$ cat config.mk
export PLATFORM = sky130hd
export DESIGN_NAME = i2c_target
export DESIGN_NICKNAME = d
export VERILOG_FILES = /design/src/rtl/i2c_pkg.sv /design/src/rtl/i2c_line_sync.sv /design/src/rtl/i2c_target.sv
export SDC_FILE = /design/constraint.sdc
export NUM_CORES = 1
export LEC_CHECK = 0
export BUFFER_PORTS_ARGS = -buffer_cell sky130_fd_sc_hd__buf_2
export CAP_MARGIN = 20
export CORE_MARGIN = 1.5
export CORE_UTILIZATION = 65
export DETAILED_ROUTE_END_ITERATION = 6
export GPL_TIMING_DRIVEN = 1
export HOLD_SLACK_MARGIN = 0.06
export PLACE_DENSITY = 0.83
export SLEW_MARGIN = 20
export SYNTH_ARGS = -nofsm -noshare
export SYNTH_HDL_FRONTEND = slang
export SYNTH_SLANG_ARGS = --single-unit
$ cat constraint.sdc
create_clock -name clk -period 4.9 [get_ports clk]
set_input_delay 0.49 -clock clk [delete_from_list [all_inputs] [get_ports clk]]
set_output_delay 0.49 -clock clk [all_outputs]
set_load 0.02 [all_outputs]
$ cat src/rtl/i2c_pkg.sv
// Shared FSM states, bus-level constants and the majority helper for the I2C target.
package i2c_pkg;

    typedef enum logic [2:0] {
        ST_IDLE     = 3'd0,
        ST_ADDR     = 3'd1,
        ST_ADDR_ACK = 3'd2,
        ST_WR_PTR   = 3'd3,
        ST_WR_DATA  = 3'd4,
        ST_RD_DATA  = 3'd5,
        ST_RD_ACK   = 3'd6,
        ST_IGNORE   = 3'd7
    } i2c_state_e;

    localparam logic I2C_ACK     = 1'b0;
    localparam logic I2C_NACK    = 1'b1;
    localparam logic I2C_RW_READ = 1'b1;

    function automatic logic maj3(input logic a, input logic b, input logic c);
        return (a & b) | (a & c) | (b & c);
    endfunction

endpackage

$ cat src/rtl/i2c_line_sync.sv
// One I2C line: 2-flop synchronizer, optional 3-sample majority filter
// (I2C_TGT_GLITCH_FILTER_EN) and registered rise/fall detect.
module i2c_line_sync
    import i2c_pkg::*;
(
    input  logic clk,
    input  logic rst,
    input  logic din,
    output logic level,
    output logic rise,
    output logic fall
);

    logic [1:0] sync;
    logic       filt;

    always_ff @(posedge clk) begin
        sync <= {sync[0], din};
    end

`ifdef I2C_TGT_GLITCH_FILTER_EN
    logic [1:0] hist;

    always_ff @(posedge clk) begin
        hist <= {hist[0], sync[1]};
    end

    assign filt = maj3(sync[1], hist[0], hist[1]);
`else
    assign filt = sync[1];
`endif

    // Level keeps tracking the pin through reset so no phantom edge appears on release.
    always_ff @(posedge clk) begin
        level <= filt;
        if (!rst) begin
            rise <= 1'b0;
            fall <= 1'b0;
        end else begin
            rise <= filt & ~level;
            fall <= ~filt & level;
        end
    end

endmodule

$ cat src/rtl/i2c_target.sv
// I2C target with a byte-wide register bank, pointer-then-data access and a local
// preload port. Optional SCL/SDA glitch filter: define I2C_TGT_GLITCH_FILTER_EN.
module i2c_target
    import i2c_pkg::*;
#(
    parameter logic [6:0] DEV_ADDR = 7'h68,
    parameter int         NREG     = 16,
    parameter int         PW       = $clog2(NREG)
) (
    input  logic          clk,
    input  logic          rst,
    input  logic          scl_i,
    input  logic          sda_i,
    output logic          sda_oe,
    input  logic          loc_we,
    input  logic [PW-1:0] loc_addr,
    input  logic [7:0]    loc_data,
    output logic          bus_wr_valid,
    output logic [PW-1:0] bus_wr_addr,
    output logic [7:0]    bus_wr_data,
    output logic          busy
);

    logic scl_lvl, scl_rise, scl_fall;
    logic sda_lvl, sda_rise, sda_fall;

    i2c_line_sync u_scl (
        .clk   (clk),
        .rst   (rst),
        .din   (scl_i),
        .level (scl_lvl),
        .rise  (scl_rise),
        .fall  (scl_fall)
    );

    i2c_line_sync u_sda (
        .clk   (clk),
        .rst   (rst),
        .din   (sda_i),
        .level (sda_lvl),
        .rise  (sda_rise),
        .fall  (sda_fall)
    );

    i2c_state_e    state;
    logic [3:0]    bitcnt;
    logic [7:0]    shreg;
    logic [PW-1:0] ptr;
    logic          mack;
    logic [7:0]    regs [NREG];

    logic       start_det, stop_det, bus_we;
    logic [7:0] rx_byte;

    assign start_det = sda_fall & scl_lvl;
    assign stop_det  = sda_rise & scl_lvl;
    assign rx_byte   = {shreg[6:0], sda_lvl};
    assign bus_we    = (state == ST_WR_DATA) && scl_rise && (bitcnt == 4'd7)
                       && !start_det && !stop_det;

    // bitcnt counts SCL rises 0..8; in write states 9 marks the ACK clock.
    always_ff @(posedge clk) begin
        if (!rst) begin
            state        <= ST_IDLE;
            bitcnt       <= 4'd0;
            shreg        <= 8'h00;
            ptr          <= '0;
            mack         <= I2C_NACK;
            sda_oe       <= 1'b0;
            busy         <= 1'b0;
            bus_wr_valid <= 1'b0;
            bus_wr_addr  <= '0;
            bus_wr_data  <= 8'h00;
        end else begin
            bus_wr_valid <= 1'b0;
            if (start_det) begin
                state  <= ST_ADDR;
                bitcnt <= 4'd0;
                sda_oe <= 1'b0;
                busy   <= 1'b1;
            end else if (stop_det) begin
                state  <= ST_IDLE;
                sda_oe <= 1'b0;
                busy   <= 1'b0;
            end else begin
                case (state)
                    ST_ADDR: begin
                        if (scl_rise && bitcnt < 4'd8) begin
                            shreg  <= rx_byte;
                            bitcnt <= bitcnt + 4'd1;
                        end else if (scl_fall && bitcnt == 4'd8) begin
                            if (shreg[7:1] == DEV_ADDR) begin
                                state  <= ST_ADDR_ACK;
                                sda_oe <= ~I2C_ACK;
                            end else begin
                                state <= ST_IGNORE;
                            end
                        end
                    end
                    ST_ADDR_ACK: begin
                        if (scl_fall) begin
                            bitcnt <= 4'd0;
                            if (shreg[0] == I2C_RW_READ) begin
                                state  <= ST_RD_DATA;
                                shreg  <= regs[ptr];
                                sda_oe <= ~regs[ptr][7];
                            end else begin
                                state  <= ST_WR_PTR;
                                sda_oe <= 1'b0;
                            end
                        end
                    end
                    ST_WR_PTR, ST_WR_DATA: begin
                        if (scl_rise && bitcnt < 4'd8) begin
                            shreg  <= rx_byte;
                            bitcnt <= bitcnt + 4'd1;
                            if (bitcnt == 4'd7 && state == ST_WR_PTR) begin
                                ptr <= rx_byte[PW-1:0];
                            end
                            if (bus_we) begin
                                bus_wr_valid <= 1'b1;
                                bus_wr_addr  <= ptr;
                                bus_wr_data  <= rx_byte;
                                ptr          <= ptr + 1'b1;
                            end
                        end else if (scl_fall && bitcnt == 4'd8) begin
                            sda_oe <= ~I2C_ACK;
                            bitcnt <= 4'd9;
                        end else if (scl_fall && bitcnt == 4'd9) begin
                            sda_oe <= 1'b0;
                            bitcnt <= 4'd0;
                            state  <= ST_WR_DATA;
                        end
                    end
                    ST_RD_DATA: begin
                        if (scl_rise && bitcnt < 4'd8) begin
                            bitcnt <= bitcnt + 4'd1;
                        end else if (scl_fall && bitcnt == 4'd8) begin
                            state  <= ST_RD_ACK;
                            sda_oe <= 1'b0;
                            ptr    <= ptr + 1'b1;
                        end else if (scl_fall && bitcnt != 4'd0) begin
                            shreg  <= {shreg[6:0], 1'b0};
                            sda_oe <= ~shreg[6];
                        end
                    end
                    ST_RD_ACK: begin
                        if (scl_rise) begin
                            mack <= sda_lvl;
                        end else if (scl_fall) begin
                            bitcnt <= 4'd0;
                            if (mack == I2C_NACK) begin
                                state <= ST_IGNORE;
                            end else begin
                                state  <= ST_RD_DATA;
                                shreg  <= regs[ptr];
                                sda_oe <= ~regs[ptr][7];
                            end
                        end
                    end
                    default: ;
                endcase
            end
        end
    end

    // A bus write to the same register as a local write takes precedence.
    always_ff @(posedge clk) begin
        for (int i = 0; i < NREG; i++) begin
            if (!rst) begin
                regs[i] <= 8'h00;
            end else if (bus_we && ptr == PW'(i)) begin
                regs[i] <= rx_byte;
            end else if (loc_we && loc_addr == PW'(i)) begin
                regs[i] <= loc_data;
            end
        end
    end

endmodule

Word level (Yosys, flattened, before mapping)
Memory sizes are Yosys's and may differ from the RTL's. A register that Yosys moved wholly into a read port is not among the register bits.
Cells that the tools add are included.

cells by class
  add/sub/neg operators = 2
  magnitude comparators = 1
  equal/unequal tests = 72
  mux-type cells = 204
  bitwise gates (word level) = 49
  reductions and logical operators = 67

operators by type and width
  cell                                            number
  two-way mux 8 bit                               41
  two-way mux 1 bit                               132
  == test 4 bit (second input constant)           18
  two-way mux 4 bit                               13
  logical AND 1 bit                               41
  == test 4 x 3 -> 1 bit (second input constant)  9
  two-way mux 3 bit                               12
  inequality test 4 bit (second input constant)   9
  AND reduction 11 bit                            3
  bitwise OR 1 bit                                32
  one-hot mux 8 bit (4 select lines)              1
  inequality test 2 bit (second input constant)   14
  AND reduction 12 bit                            2
  == test 4 x 2 -> 1 bit (second input constant)  4
  one-hot mux 4 bit (4 select lines)              1
  one-hot mux 3 bit (5 select lines)              1
  nonzero test 4 bit                              3
  NOT 1 bit                                       11
  AND reduction 5 bit                             2
  == test 3 bit (second input constant)           3
  inequality test 3 bit (second input constant)   3
  adder 4 x 1 -> 4 bit (second input constant)    2
  == test 4 x 1 -> 1 bit (second input constant)  2
  logical NOT 4 bit                               2
  other kinds (19)                                34

word-level totals
  register bits after elaboration = 45
  RAM bits = 128
  input port bits = 17
  output and inout port bits = 15
  logic and storage cells = 416
  memories kept = 1

memory list
  memory  depth  bits a word  rd ports  clocked after memory_dff  wr ports  RTL line          RTL
  regs    16     8            1         1                         16        i2c_target.sv:50  logic [7:0] regs [NREG];

Logic depth before layout (Yosys ltp)
  depth in word-level cells = 11
  gate-level depth with buffers = 8
  gate-level depth less buffers = 7

Hierarchy
Synthesis repeated with hierarchy kept, for this count alone.

second synthesis, totals
  cells, all modules = 780
  area total of the unflattened synthesis = 9369.0 µm²

modules (own cells, without submodules)
  module         times used  cells each  area an instance (µm²)  sequential area each (µm²)
  i2c_target     1           766         9133.8                  4624.4
  i2c_line_sync  2           7           117.6                   100.1

Least setup slack after synthesis
Ideal clock, no wire load.

  path kind = flip-flop to flip-flop
  start = reg bitcnt[0]
  end = reg (tool-made name)
  library setup time = 116 ps
  arrival time = 2071 ps
  data required time = 4784 ps
  path slack = 2713 ps
  stages on the path, launching flop included = 8
  buffers on the path = 1
  clock period less this slack = 2187 ps
  cell sequence = dfxtp_1 ha_1 and4b_1 buf_2 a31oi_1 mux2_2 and3_1 a31o_2

RTL lines
  element                   RTL line           RTL
  start: declaration        i2c_target.sv:46   logic [3:0] bitcnt;
  start signal: assignment  i2c_target.sv:90   bitcnt <= bitcnt + 4'd1;
  start signal: assignment  i2c_target.sv:116  bitcnt <= bitcnt + 4'd1;
  start signal: assignment  i2c_target.sv:137  bitcnt <= bitcnt + 4'd1;

==> metrics.csv <==
metric,value,unit
die height,122,um
Max Slew Vio Count,0,
Yosys Warn Count,0,
Mapped Avg Cell Area,12.1,um^2
Post-Syn Nets,785,
Slew Limit Headroom,16.4,%
initial antenna violation count,0,
Max-Cap Viols,0,
die span in x,122,um
Max Fanout on Critical Path,24,
clk_skew,8.37,ps
Synth Flop Type,edfxtp_1,
fin crit share,75.5,%
Compound-Gate Fraction of Synth Area,20.3,%
PwrDens,389,mW/mm^2
RSZ-0062 raised after global routing,no,
layout cell share with drive strength beyond 1,17.2,%
routed len/inst,29.2,um
clk_lat worst skew,450,ps
worst-case reg-to-reg path depth,3,
drc violations,0,
Worst EP arrival,3760,ps
Required @ worst endpoint,4970,ps
total gr overflow,0,
Core Area,0.0139,mm^2
Post-Synth XOR/XNOR Area,0,%
CTS buffer count,17,
Die Area,0.0149,mm^2
Startpoint Class,flop,
Placed Instances,906,
CTS tree,done,
Mapped Cells,761,
"antenna viol nets, final",0,
nature of the critical path endpoint,flop,
largest family of logic cells by synthesized area,compound AO/OA/AOI/OAI gates,
port bufs,31,
leakage power,3.33,nW
largest net degree at the start of global routing,43,
Post-Route WL,27400,um
mux cell area share after synthesis,10.4,%
Setup CP Type,reg2reg,
fillers,896,
max frequency,0.270,GHz
P&R area growth vs syn,8.07,%
vias in the first global route,6890,
RePlAce Congestion,0.973,
Synth async-reset ratio,0,%
DR iter-0 viols,1440,
Total Neg Setup Slack,0,ps
overall routing resource usage,37.6,%
Final Hold Viols,0,
DP Wirelength,16900,um
number of I/O pins,32,
Post-CTS Hold Buffers,0,
Worst-Margin Slew,1250,ps
maximum VDD drop,0.266,mV
Resized cells post-CTS,0,
register area share after synthesis,52.4,%
CTS Buffer Depth,2,
Mapped Area,0.00921,mm^2
hold path cells,1,
Post-CTS Setup Bufs,0,
status,finished clean,
clock sinks,177,
post-synthesis cell type count,65,
register bit total from synthesis,177,
number of inserted diodes,0,
"EDFF count, synth",128,
"commonest non-fill, non-tap cell in the layout",edfxtp_1,
H-tree depth,4,
worst hold path type,in2reg,
DR vias,7372,
highest-count cells in the layout ignoring fill and taps,"edfxtp_1 (128), a22o_1 (126), nand2_1 (56)",
vias per cell,7.86,
# nets final,769,
"CTS clk-pin slew, worst paths",70,ps
CTS root buffer,clkbuf_16,
# setup viols final,0,
Initial DRT Pass Iterations,6,
Initial Util,66.4,%
fin cells,938,
post-synthesis adder-cell area fraction,0.951,%
Placement Rows,43,
first-pass GRT wire length,40300,um
final worst path period need,3700,ps
Post-Synth Simple-Gate Area,12.4,%
==> flip-flops by register name, indices dropped and copies added, names as in the netlist, 2 cells and up, named ones only <==
| register | count |
|---|---|
| u_scl.sync | 2 |
| state | 3 |
| bus_wr_addr | 4 |
| ptr | 4 |
| regs | 128 |
| bus_wr_data | 8 |
| u_sda.sync | 2 |
| bitcnt | 4 |
| shreg | 8 |
==> final timing paths <==
| path | to | start | slack, ps |
|---|---|---|---|
| setup / recovery | regs[3][5]$_DFFE_PP_ | state[2]$_SDFFE_PP0P_ | 1200 |
| hold reg to reg | u_sda.sync[1]$_DFF_P_ | u_sda.sync[0]$_DFF_P_ | 340 |
| hold / removal | u_sda.sync[0]$_DFF_P_ | sda_i | 150 |
| setup reg to reg | regs[3][5]$_DFFE_PP_ | state[2]$_SDFFE_PP0P_ | 1200 |
==> routing by layer <==
| metal | global-route usage [%] | wire length, um | vias to the layer above |
|---|---|---|---|
| li1 | - | - | 3007 |
| met1 | 46.8 | 9140 | 3453 |
| met2 | 59.2 | 12500 | 736 |
| met3 | 12.2 | 4140 | 174 |
| met4 | 18.2 | 1560 | 2 |
| met5 | 2.08 | 39 | - |
==> cell usage after synthesis (3+ instances only) <==
cell        n  area [um^2]
edfxtp_1  128         3840
a22o_1    126         1100
nand2_1    56          210
dfxtp_1    49          981
nor2_1     49          184
clkbuf_1   44          165
mux4_2     36          811
a21oi_1    29          145
nor3_1     21          105
o221ai_1   17          149
nand3_1    15         75.1
nand2b_1   14         87.6
buf_1      13         48.8
buf_2      12         60.1
mux2i_1    12          120
nand4_1    11         68.8
o21ai_0    10         50.1
nor2b_1     8         50.1
ha_1        7         87.6
or2_2       7         43.8
a211o_1     5         43.8
inv_1       5         18.8
nand3b_1    5         37.5
nand4b_1    5         43.8
nor3b_1     5         37.5
o211ai_1    5         37.5
a211oi_1    4         30.0
a21boi_0    3         22.5
a31o_2      3         26.3
a31oi_1     3         18.8
and3_1      3         18.8
and3b_1     3         26.3
and4_1      3         26.3
==> worst max-delay path, cell delays in order, from the launching register on <==
cell	delay, ps
dfxtp_1	740
nor3b_2	760
nand4_1	790
o221ai_1	1030
==> report_power, final <==
part	switching [mW]	total, mW	leakage [nW]	internal, mW
combinational	0.384	0.617	1.40	0.233
sequential	0.129	1.83	1.63	1.70
clock	0.628	1.43	0.302	0.799
==> area by class of cell <==
type                       count  area, um^2  share of cell area, %
tap                          180         225                   2.26
clock buffer                  19         453                   4.55
sequential                   177        4830                   48.5
clock inverter                13         168                   1.68
multi-input combinational    505        4050                   40.7
timing repair buffer          38         208                   2.09
inverter                       6        22.5                  0.226
==> cells by family (layout without fill, tap and decap cells) <==
kind of cell             count (synthesis)  count (layout)
AO/OA/AOI/OAI                          231             231
AND/OR/NAND/NOR                        217             217
flip-flops                             177             177
buffers and inverters                   79              76
multiplexers                            50              50
adder cells (fa/ha/maj)                  7               7
==> metrics by stage <==
| stage | instance area [um^2] | power, mW | hold slack [ps] | worst slack (ps) | utilization (%) |
|---|---|---|---|---|---|
| floorplan | 9210 | 2.27 | 310 | 2710 | - |
| global placement | 9330 | 2.40 | 310 | 1640 | 67.2 |
| detailed placement | 9330 | 2.43 | 314 | 1380 | 67.2 |
| CTS | 9950 | 3.84 | 145 | 1350 | 71.7 |
| global route | 9950 | 3.97 | 149 | 1080 | 71.7 |
| finish | 9950 | 3.87 | 150 | 1200 | 71.7 |
No activity file was read; power rests on OpenSTA's default activity.
